==> src/rtl/mario_sprite_gen.sv <==
// Mario screen pixel source: sky/ground background plus a 16x16 two-colour
// player sprite moved by buttons and a jump/gravity FSM updated once per frame.
// Ports: vga_clk, clrn (sync, active-low); row_addr/col_addr/rdn/vs from the
//   VGA controller; btn_left/btn_right/btn_jump async buttons;
//   d_out pixel colour (bbbb_gggg_rrrr); pos_x/pos_y sprite top-left;
//   airborne while in AIR; frame_tick one cycle after each frame update.
module mario_sprite_gen #(
    parameter int          SPR_W        = 16,
    parameter int          SPR_H        = 16,
    parameter int          GROUND_Y     = 400,
    parameter int          X_START      = 32,
    parameter int          X_MIN        = 0,
    parameter int          X_MAX        = 624,
    parameter int          STEP         = 2,
    parameter int          JUMP_V       = 8,
    parameter int          GRAVITY      = 1,
    parameter logic [11:0] SKY_COLOR    = 12'hE95,
    parameter logic [11:0] GROUND_COLOR = 12'h04A,
    parameter logic [11:0] HAT_COLOR    = 12'h00F,
    parameter logic [11:0] BODY_COLOR   = 12'hF00
) (
    input  logic        vga_clk,
    input  logic        clrn,
    input  logic [8:0]  row_addr,
    input  logic [9:0]  col_addr,
    input  logic        rdn,
    input  logic        vs,
    input  logic        btn_left,
    input  logic        btn_right,
    input  logic        btn_jump,
    output logic [11:0] d_out,
    output logic [9:0]  pos_x,
    output logic [8:0]  pos_y,
    output logic        airborne,
    output logic        frame_tick
);

    typedef enum logic {GROUND, AIR} state_t;

    localparam logic [8:0]         Y_REST   = 9'(GROUND_Y - SPR_H);
    localparam logic signed [10:0] Y_REST_S = 11'(GROUND_Y - SPR_H);

    state_t            state, state_nx;
    logic [1:0]        left_sync, right_sync;
    logic [2:0]        jump_sync;
    logic              vs_d, jump_req;
    logic              frame_upd, jump_rise;
    logic              go_left, go_right;
    logic signed [7:0] vel, vel_nx;
    logic [9:0]        pos_x_nx;
    logic [8:0]        pos_y_nx;
    logic [10:0]       x_ext;
    logic signed [10:0] ny;

    assign frame_upd = vs & ~vs_d;
    assign go_left   = left_sync[1];
    assign go_right  = right_sync[1];
    // jump_sync[2] is the previous synced level, used only for edge detection
    assign jump_rise = jump_sync[1] & ~jump_sync[2];
    assign airborne  = (state == AIR);

    always_ff @(posedge vga_clk) begin
        if (!clrn) begin
            left_sync  <= '0;
            right_sync <= '0;
            jump_sync  <= '0;
            vs_d       <= 1'b0;
            jump_req   <= 1'b0;
            frame_tick <= 1'b0;
            pos_x      <= 10'(X_START);
            pos_y      <= Y_REST;
            vel        <= '0;
            state      <= GROUND;
        end else begin
            left_sync  <= {left_sync[0], btn_left};
            right_sync <= {right_sync[0], btn_right};
            jump_sync  <= {jump_sync[1:0], btn_jump};
            vs_d       <= vs;
            frame_tick <= frame_upd;
            // a request not consumed by this frame is dropped, never buffered
            if (frame_upd)
                jump_req <= 1'b0;
            else if (jump_rise)
                jump_req <= 1'b1;
            if (frame_upd) begin
                pos_x <= pos_x_nx;
                pos_y <= pos_y_nx;
                vel   <= vel_nx;
                state <= state_nx;
            end
        end
    end

    // horizontal move, saturating at both edges
    always_comb begin
        x_ext    = {1'b0, pos_x};
        pos_x_nx = pos_x;
        if (go_right && !go_left) begin
            if (x_ext + 11'(STEP) > 11'(X_MAX))
                pos_x_nx = 10'(X_MAX);
            else
                pos_x_nx = pos_x + 10'(STEP);
        end else if (go_left && !go_right) begin
            if (x_ext < 11'(X_MIN + STEP))
                pos_x_nx = 10'(X_MIN);
            else
                pos_x_nx = pos_x - 10'(STEP);
        end
    end

    // vertical FSM; vel positive means moving up (row decreasing)
    always_comb begin
        ny       = $signed({2'b00, pos_y}) - $signed({{3{vel[7]}}, vel});
        state_nx = state;
        pos_y_nx = pos_y;
        vel_nx   = vel;
        unique case (state)
            GROUND: begin
                if (jump_req) begin
                    pos_y_nx = pos_y - 9'(JUMP_V);
                    vel_nx   = 8'(JUMP_V - GRAVITY);
                    state_nx = AIR;
                end
            end
            AIR: begin
                // landing wins over the ceiling clamp
                if (ny >= Y_REST_S) begin
                    pos_y_nx = Y_REST;
                    vel_nx   = '0;
                    state_nx = GROUND;
                end else if (ny < 11'sd0) begin
                    pos_y_nx = '0;
                    vel_nx   = '0;
                end else begin
                    pos_y_nx = ny[8:0];
                    vel_nx   = vel - 8'(GRAVITY);
                end
            end
            default: state_nx = GROUND;
        endcase
    end

    // pixel colour; 11-bit bounds so pos+size never wraps
    logic [10:0] row_e, col_e, px_e, py_e, dy;
    logic        in_spr;

    always_comb begin
        row_e  = {2'b00, row_addr};
        col_e  = {1'b0, col_addr};
        px_e   = {1'b0, pos_x};
        py_e   = {2'b00, pos_y};
        dy     = row_e - py_e;
        in_spr = (col_e >= px_e) && (col_e < px_e + 11'(SPR_W)) &&
                 (row_e >= py_e) && (row_e < py_e + 11'(SPR_H));
        d_out  = 12'h000;
        if (!rdn) begin
            if (in_spr)
                d_out = (dy < 11'd4) ? HAT_COLOR : BODY_COLOR;
            else if (row_e >= 11'(GROUND_Y))
                d_out = GROUND_COLOR;
            else
                d_out = SKY_COLOR;
        end
    end

endmodule

==> config.mk <==
export PLATFORM = sky130hd
export DESIGN_NAME = mario_sprite_gen
export DESIGN_NICKNAME = d
export VERILOG_FILES = /design/src/rtl/mario_sprite_gen.sv
export SDC_FILE = /design/constraint.sdc
export NUM_CORES = 1
export LEC_CHECK = 0
export BUFFER_PORTS_ARGS = -buffer_cell sky130_fd_sc_hd__clkbuf_2
export CAP_MARGIN = 40
export CELL_PAD_IN_SITES_DETAIL_PLACEMENT = 2
export CELL_PAD_IN_SITES_GLOBAL_PLACEMENT = 2
export CORE_ASPECT_RATIO = 0.75
export CORE_MARGIN = 2
export CORE_UTILIZATION = 33
export DETAILED_ROUTE_END_ITERATION = 12
export PLACE_DENSITY_LB_ADDON = 0.1
export SYNTH_ARGS = -nofsm -noshare
export SYNTH_HDL_FRONTEND = slang
export SYNTH_SLANG_ARGS = --single-unit
==> constraint.sdc <==
create_clock -name vga_clk -period 3.95 [get_ports vga_clk]
set_input_delay 0.1975 -clock vga_clk [delete_from_list [all_inputs] [get_ports vga_clk]]
set_output_delay 0.1975 -clock vga_clk [all_outputs]
set_load 0.02 [all_outputs]
---- Yosys cells after proc, flatten, opt, wreduce, memory -nomap -nowiden ----
Cells that the tools add are included.
cells by class
  reduce and logical (&&, ||, !) cells .... 11
  shifts and indexed selects .............. 0
  divide/modulo/power cells ............... 0
  bitwise logic cells ..................... 6
  equality and inequality tests ........... 1
  muxes and demuxes ....................... 19
  add/sub/neg operators ................... 9
  $lt $le $gt $ge ......................... 10
  $mul .................................... 0
operator list
  kind                   number
  $mux 12                4
  $mux 10                4
  $mux 9                 3
  $mux 8                 3
  $pmux 9 s2             1
  $pmux 8 s2             1
  $add 10x2->11 const B  1
  $add 10x5->11 const B  1
  $ge 11x10->1 const B   1
  $gt 11x10->1 const B   1
  $lt 10x11->1           1
  $lt 11x1->1 const B    1
  $lt 11x3->1 const B    1
  $sub 10x8->11          1
  $add 10x2->10 const B  1
  $add 9x5->10 const B   1
  $ge 10x10->1           1
  $lt 10x2->1 const B    1
  $lt 9x10->1            1
  $sub 10x2->10 const B  1
  $sub 9x9->10           1
  $ge 9x9->1             1
  $ge 9x9->1 const B     1
  $sub 9x4->9 const B    1
  11 further kinds       22
word-level totals
  RAM bits ................................ 0
  register bits ........................... 38
  memories ................................ 0
  bits in latches ......................... 0
  ROM bits ................................ 0

---- Logic depth before layout (Yosys ltp) ----
Gate-level depths: netlist of the first run.
  depth in word-level cells ............... 7
  mapped depth ............................ 12
  depth with buffers taken out ............ 11

---- Least setup slack after synthesis of the first run ----
Ideal clock, no wire load.
  path kind ............................... flip-flop to output port
  from .................................... register pos_x[4]
  to ...................................... output d_out[10]
  slack ................................... 411 ps
  stages on the path, launching flop included .. 13
  arrival ................................. 3,342 ps
  cells stage by stage .................... dfxtp_1 -> clkbuf_1 -> inv_1 -> ha_1 -> inv_1 -> ha_1 -> a21o_1 -> a211oi_1 -> a21oi_1 -> and4bb_1 -> o21ai_0 -> a221oi_1 -> buf_4
on the way
  cells in the longest elaborated chain, start to end .. 7
  elaborated cells on any way between the ends .. 8
  classes of those cells .................. 1 x add/sub; 2 x order compare; 2 x mux; 3 x reduce/logical
RTL lines
  item                              line  text
  from (decl)                       32    output logic [9:0] pos_x,
  from (signal assigned)            70    pos_x <= 10'(X_START);
  from (signal assigned)            86    pos_x <= pos_x_nx;
  $add 10x5->11                     153   in_spr = (col_e >= px_e) && (col_e < px_e + 11'(SPR_W)) &&
  $lt 10x11->1                      153
  $logic_and 1x1->1 * (2 in a row)  153
  $logic_and 1x1->1 *               154   (row_e >= py_e) && (row_e < py_e + 11'(SPR_H));
  $mux 12 *                         157   if (in_spr)
  $mux 12 *                         156   if (!rdn) begin
  to (decl)                         31    output logic [11:0] d_out,
Every way passes the cells marked *; elsewhere a longest branch is shown, timed or not.

---- Worst setup path in the final report of the first run ----
  from .................................... register pos_y[5]
  to ...................................... output d_out[9]
on the way
  cells in the longest elaborated chain, start to end .. 5
  elaborated cells on any way between the ends .. 10
  classes of those cells .................. 2 x add/sub; 3 x order compare; 3 x mux; 2 x reduce/logical
RTL lines
  item                                                 line      text
  from (decl)                                          33        output logic [8:0] pos_y,
  from (signal assigned)                               87        pos_y <= pos_y_nx;
  $sub 9x9->10, or another cell as far along           152       dy = row_e - py_e;
  $lt 11x3->1, or another cell as far along            158       d_out = (dy < 11'd4) ? HAT_COLOR : BODY_COLOR;
  $mux 12 / $logic_and 1x1->1 (equally long branches)  158, 154
  $mux 12 *                                            157
  $mux 12 *                                            156
Marked as above.

==> impl_metrics.py, run 1 <==
metrics = {
    "floorplan": {
        "core-area_mm2": 0.0109,
        "std_cell_rows": 33,
        "die-area_mm2": 0.0120,
        "ios": 59,
        "initial_utilization": 0.337,
        "fp.dieH_um": 95.4,
        "die_w_um": 126,
    },
    "synthesis": {
        "synth_cell_types": 67,
        "ys_ff_latch": 37,
        "synthFlopType": "dfxtp_1",
        "yosysMostFrequentCell": "ha_1",
        "yosys.area.top_type_share": 0.202,
        "avgSynthCellArea_um2": 7.67,
        "synth_commonest_cells": "49 x ha_1, 42 x inv_1, 37 x dfxtp_1",
        "async_reset_ff_frac": 0,
        "ys_top_cells_by_area": "dfxtp_1 20%, ha_1 17%, a21oi_1 4.9%",
        "ys.warnings.count": 0,
        "ys_seq_area_frac": 0.202,
        "synth_top_cell_by_area": "dfxtp_1",
        "syn_area_mm2": 0.00367,
        "syn_inst": 479,
        "synth_enable_flop_cells": 0,
    },
    "worst_setup_path": {
        "startpoint_type": "flip-flop",
        "cp.required_ns": 3.75,
        "crit_fanout": 8,
        "end_kind": "output pin",
        "r2r_cells": 11,
        "crit_type": "reg2out",
        "cp_data_arrival_time_ns": 3.44,
    },
    "cts": {
        "cts.clk_slew.worst_paths_ns": 0.06,
        "cts_buffer_depth": 2,
        "clkLatencyLatePin_ns": 0.29,
        "cts_setup_buffers": 0,
        "cts.htree.levels": 2,
        "cts_tree": "yes",
        "ctsHoldBuffers": 0,
        "cts-root-buf": "clkbuf_16",
        "numCtsBuffers": 5,
        "cts_resized": 0,
        "numClockSinks": 37,
    },
    "worst_hold_path": {
        "hold_class": "in2reg",
        "whs_path_depth": 2,
    },
    "sta": {
        "fin_setup_tns_ns": 0,
        "finClkSkew_ns": 0.00716,
        "tightest_slew_ns": 0.766,
        "worst_slack_ns": 0.317,
        "slew_headroom": 0.488,
        "drv_slew": 0,
        "fmax_mhz": 275,
        "period_share": 0.920,
        "setup_violations": 0,
        "min_period_ns": 3.63,
        "grt_setup_unrepaired": "no",
        "hold_viol": 0,
    },
    "placed_design": {
        "place_hpwl_um": 9810,
        "gp_congestion": 0.776,
        "pre_cts_slack_ns": 0.592,
        "dp.cells": 656,
        "dpl_cell_area_mm2": 0.00406,
        "io_buffers": 55,
    },
    "finish": {
        "regArea_um2": 742,
        "fill_cells": 1299,
        "fin_area_mm2": 0.00421,
        "syn2layout_area_growth_pct": 14.7,
        "insertedDiodeCount": 0,
        "multi_input_area_mm2": 0.00264,
        "num-nets-final": 599,
        "drive_above_1_share": 0.153,
        "finalNonFillerCells": 664,
    },
    "route": {
        "drcViolationCount": 0,
        "final_antenna_net_count": 0,
        "drt_iter0_markers": 117,
        "drt-total-wl_um": 12500,
        "drt-pass1-iter-count": 4,
        "routedWlPerCell_um": 18.8,
        "route.vias.total": 3725,
        "routed_via_density": 5.61,
    },
    "power_and_ir_drop": {
        "peakVddDrop_uv": 140,
        "power_density_mw_per_mm2": 258,
        "power.leakage_nw": 1.72,
    },
    "run_status": {
        "outcome": "complete, no violations",
    },
    "global_routing": {
        "grt.total_usage": 0.214,
        "grt_pass1_vias": 3937,
        "grt_max_degree": 22,
        "grt_pass1_wl_um": 20600,
        "antenna_found_initial": 0,
        "overflow": 0,
    },
    "run": {
        "maxCapViolCount": 0,
    },
}
[cell usage in the layout (no fill, tap or decap), types with 19 or more instances in the layout]
cell type / netlist / final
xnor2_1: 19 / 19
nor2_1: 33 / 33
o21ai_0: 30 / 29
ha_1: 49 / 49
clkbuf_2: 0 / 55
nand3_1: 20 / 20
a21oi_1: 36 / 36
inv_1: 42 / 42
dfxtp_1: 37 / 36
nand2_1: 28 / 28
[critical path, stage by stage, from the launching register on]
cell,delay [ns]
dfxtp_1,0.50
ha_1,0.25
nand3_1,0.11
xnor2_1,0.21
ha_1,0.28
o221a_1,0.27
a2111oi_0,0.37
and4bb_1,0.33
o21ai_0,0.19
a221oi_1,0.39
clkbuf_2,0.24
[final timing paths]
| path | from | end | slack (ns) |
|---|---|---|---|
| hold reg to reg | jump_sync[0] | jump_sync[1] | 0.44 |
| setup / recovery | pos_y[5] | d_out[9] | 0.32 |
| setup reg to reg | pos_y[0] | pos_y[3] | 0.60 |
| hold / removal | btn_left | left_sync[0] | 0.11 |
[power breakdown]
group / total [mW] / internal, mW / leakage [nW] / switching (mW)
clock: 0.419 / 0.235 / 0.0702 / 0.184
combinational: 0.269 / 0.106 / 1.35 / 0.164
sequential: 0.398 / 0.383 / 0.300 / 0.0145
total: 1.09 / 0.724 / 1.72 / 0.362
[registers in the layout (all words and copies together) (netlist names), 2 cells and up]
| register | cells |
|---|---|
| pos_x | 9 |
| vel | 8 |
| left_sync | 2 |
| pos_y | 9 |
| right_sync | 2 |
| jump_sync | 3 |
[stage by stage]
stage	power [mW]	hold slack [ns]	util
after floorplan	0.593	0.319	-
after global placement	0.660	0.403	0.370
after detailed placement	0.675	0.413	0.373
after CTS	1.10	0.103	0.386
after global routing	1.15	0.126	0.386
final	1.09	0.108	0.386
[layout make-up]
cell class | count | area share
Clock inverter | 3 | 0.00505
Multi-Input combinational cell | 375 | 0.627
Sequential cell | 37 | 0.176
Clock buffer | 5 | 0.0297
Tap cell | 140 | 0.0416
Timing Repair Buffer | 62 | 0.0826
Inverter | 42 | 0.0374
[layer usage]
layer  vias up  wire length [um]  global-route usage
met4         0               143              0.0495
met2        71              5320               0.344
li1       1822                 -                   -
met3        12               443              0.0236
met5         -                 0                   0
met1      1820              6590               0.310
[cells by family (layout without fill, tap and decap cells)]
| logic type | Yosys count | count (layout) | synth area share |
|---|---|---|---|
| AOI/OAI and AO/OA | 150 | 150 | 0.276 |
| xor gates and xnor gates | 23 | 23 | 0.0549 |
| adders and majority gates | 50 | 50 | 0.172 |
| buffers and inverters | 68 | 112 | 0.0801 |
| DFF | 37 | 37 | 0.202 |
| muxes | 3 | 3 | 0.00818 |
| other | 1 | 2 | 0.00102 |
| and+or+nand+nor | 147 | 147 | 0.206 |
Power figures use the tool's default switching activity.
==> inputs of run 2 (changes only) <==
--- a/config.mk
+++ b/config.mk
@@ -13,7 +13,7 @@
 export CORE_MARGIN = 2
 export CORE_UTILIZATION = 33
 export DETAILED_ROUTE_END_ITERATION = 12
-export PLACE_DENSITY_LB_ADDON = 0.1
+export PLACE_DENSITY = 0.78
 export SYNTH_ARGS = -nofsm -noshare
 export SYNTH_HDL_FRONTEND = slang
 export SYNTH_SLANG_ARGS = --single-unit
==> run 2 against run 1 <==
Against the previous run:
- critical path depth rose by 1
- via count down 0.48%
- clock skew fell by 0.00055 ns
- combinational power is essentially flat
- highest routed layer unchanged
- clock-buffer cell count is the same
- maximum frequency shrank 0.35%
- largest cell class unchanged
- hold slack better by 0.013 ns
- sequential share of layout area is 0.10 points lower
- non-clock buffer count rose by 2
- register-to-register slack gained 0.05 ns
==> impl_metrics.py, run 2 (synthesis gave the netlist of run 1 again) <==
metrics = {
    "cts": {
        "numClockSinks": 37,
        "cts_resized": 0,
        "cts_tree": "yes",
        "cts-root-buf": "clkbuf_16",
        "ctsHoldBuffers": 0,
        "cts_buffer_depth": 2,
        "cts.clk_slew.worst_paths_ns": 0.06,
        "cts_setup_buffers": 0,
        "numCtsBuffers": 5,
        "clkLatencyLatePin_ns": 0.28,
        "cts.htree.levels": 2,
    },
    "worst_hold_path": {
        "whs_path_depth": 2,
        "hold_class": "in2reg",
    },
    "floorplan": {
        "die_w_um": 126,
        "ios": 59,
        "std_cell_rows": 33,
        "initial_utilization": 0.337,
        "die-area_mm2": 0.0120,
        "core-area_mm2": 0.0109,
        "fp.dieH_um": 95.4,
    },
    "finish": {
        "final_common_cell": "clkbuf_2",
        "regArea_um2": 741,
        "layout.cells.most_common_list": "55 x clkbuf_2, 49 x ha_1, 42 x inv_1, 37 x dfxtp_1, 36 x a21oi_1",
        "insertedDiodeCount": 0,
        "drive_above_1_share": 0.154,
        "reg_top3": "pos_x x9, pos_y x9, vel x8",
        "multi_input_area_mm2": 0.00264,
        "fill_cells": 1302,
        "syn2layout_area_growth_pct": 15.1,
        "num-nets-final": 601,
        "postLayoutCoreUtil": 0.388,
        "finalNonFillerCells": 666,
    },
    "placed_design": {
        "gp_congestion": 0.817,
        "place_hpwl_um": 9700,
        "dp.cells": 658,
        "pre_cts_slack_ns": 0.586,
        "io_buffers": 55,
    },
    "sta": {
        "fmax_mhz": 274,
        "period_share": 0.923,
        "finClkSkew_ns": 0.00662,
        "grt_setup_unrepaired": "no",
        "hold_viol": 0,
        "slew_headroom": 0.500,
        "min_period_ns": 3.65,
        "tightest_slew_ns": 0.748,
        "fin_setup_tns_ns": 0,
        "setup_violations": 0,
        "drv_slew": 0,
        "worst_slack_ns": 0.304,
    },
    "route": {
        "route.vias.total": 3707,
        "final_antenna_net_count": 0,
        "drcViolationCount": 0,
        "routed_via_density": 5.57,
        "drt-pass1-iter-count": 4,
        "routedWlPerCell_um": 18.2,
        "drt_iter0_markers": 151,
        "drt-total-wl_um": 12100,
    },
    "power_and_ir_drop": {
        "switching_share": 0.324,
        "peakVddDrop_uv": 155,
        "power.leakage_nw": 1.73,
        "power_frac_comb": 0.249,
        "finalPower_mw": 1.07,
        "seqPwrFrac": 0.370,
        "power_density_mw_per_mm2": 254,
        "power_switching_mw": 0.347,
        "clkPwrFrac": 0.381,
        "p_int_mw": 0.726,
    },
    "global_routing": {
        "grt.total_usage": 0.203,
        "grt_pass1_vias": 3847,
        "overflow": 0,
        "antenna_found_initial": 0,
        "grt_pass1_wl_um": 20100,
        "grt_max_degree": 23,
    },
    "worst_setup_path": {
        "crit_type": "reg2out",
        "cp.required_ns": 3.75,
        "crit_fanout": 11,
        "r2r_cells": 11,
        "startpoint_type": "flip-flop",
        "cp_data_arrival_time_ns": 3.45,
        "end_kind": "output pin",
    },
    "run_status": {
        "outcome": "complete, no violations",
    },
    "run": {
        "maxCapViolCount": 0,
    },
}
==> run 2: final timing paths <==
path                startpoint       endpoint  slack, ns
setup reg to reg      pos_y[0]       pos_y[4]       0.65
hold / removal       btn_right  right_sync[0]       0.12
setup / recovery      pos_x[5]      d_out[11]       0.30
hold reg to reg   jump_sync[0]   jump_sync[1]       0.44
==> run 2: stage by stage <==
step           area, um2  hold slack (ns)
3_5_place_dp        4080            0.411
5_1_grt             4230            0.115
2_1_floorplan       3680            0.319
3_3_place_gp        4050            0.410
4_1_cts             4230            0.117
6_report            4230            0.122
==> run 2: layout make-up <==
| type | instances | share of cell area |
|---|---|---|
| timing repair buffer | 64 | 0.0858 |
| clock buffer | 5 | 0.0296 |
| tap | 140 | 0.0414 |
| sequential | 37 | 0.175 |
| clock inverter | 3 | 0.00592 |
| inverter | 42 | 0.0373 |
| multi-input combinational | 375 | 0.625 |
==> run 2: routing by layer <==
layer,global-route usage,share of wire
met4,0.0266,0.0056
met2,0.342,0.45
met1,0.289,0.52
met5,0,0
met3,0.0230,0.022
==> run 2: critical path, stage by stage (launching register included) <==
cell       delay, ns
dfxtp_1         0.58
ha_1            0.31
and3_1          0.27
xnor2_1         0.10
ha_1            0.21
a21oi_1         0.14
a31oi_1         0.07
a2111oi_0       0.36
and4bb_1        0.32
o21ai_0         0.17
a221oi_1        0.40
clkbuf_2        0.25
==> run 2: power groups by stage <==
| stage | clock [mW] | combinational [mW] | sequential (mW) |
|---|---|---|---|
| 2_1_floorplan | 0 | 0.187 | 0.405 |
| 3_3_place_gp | 0 | 0.251 | 0.404 |
| 3_5_place_dp | 0 | 0.268 | 0.405 |
| 4_1_cts | 0.417 | 0.270 | 0.397 |
| 5_1_grt | 0.440 | 0.301 | 0.398 |
| 6_report | 0.409 | 0.267 | 0.397 |
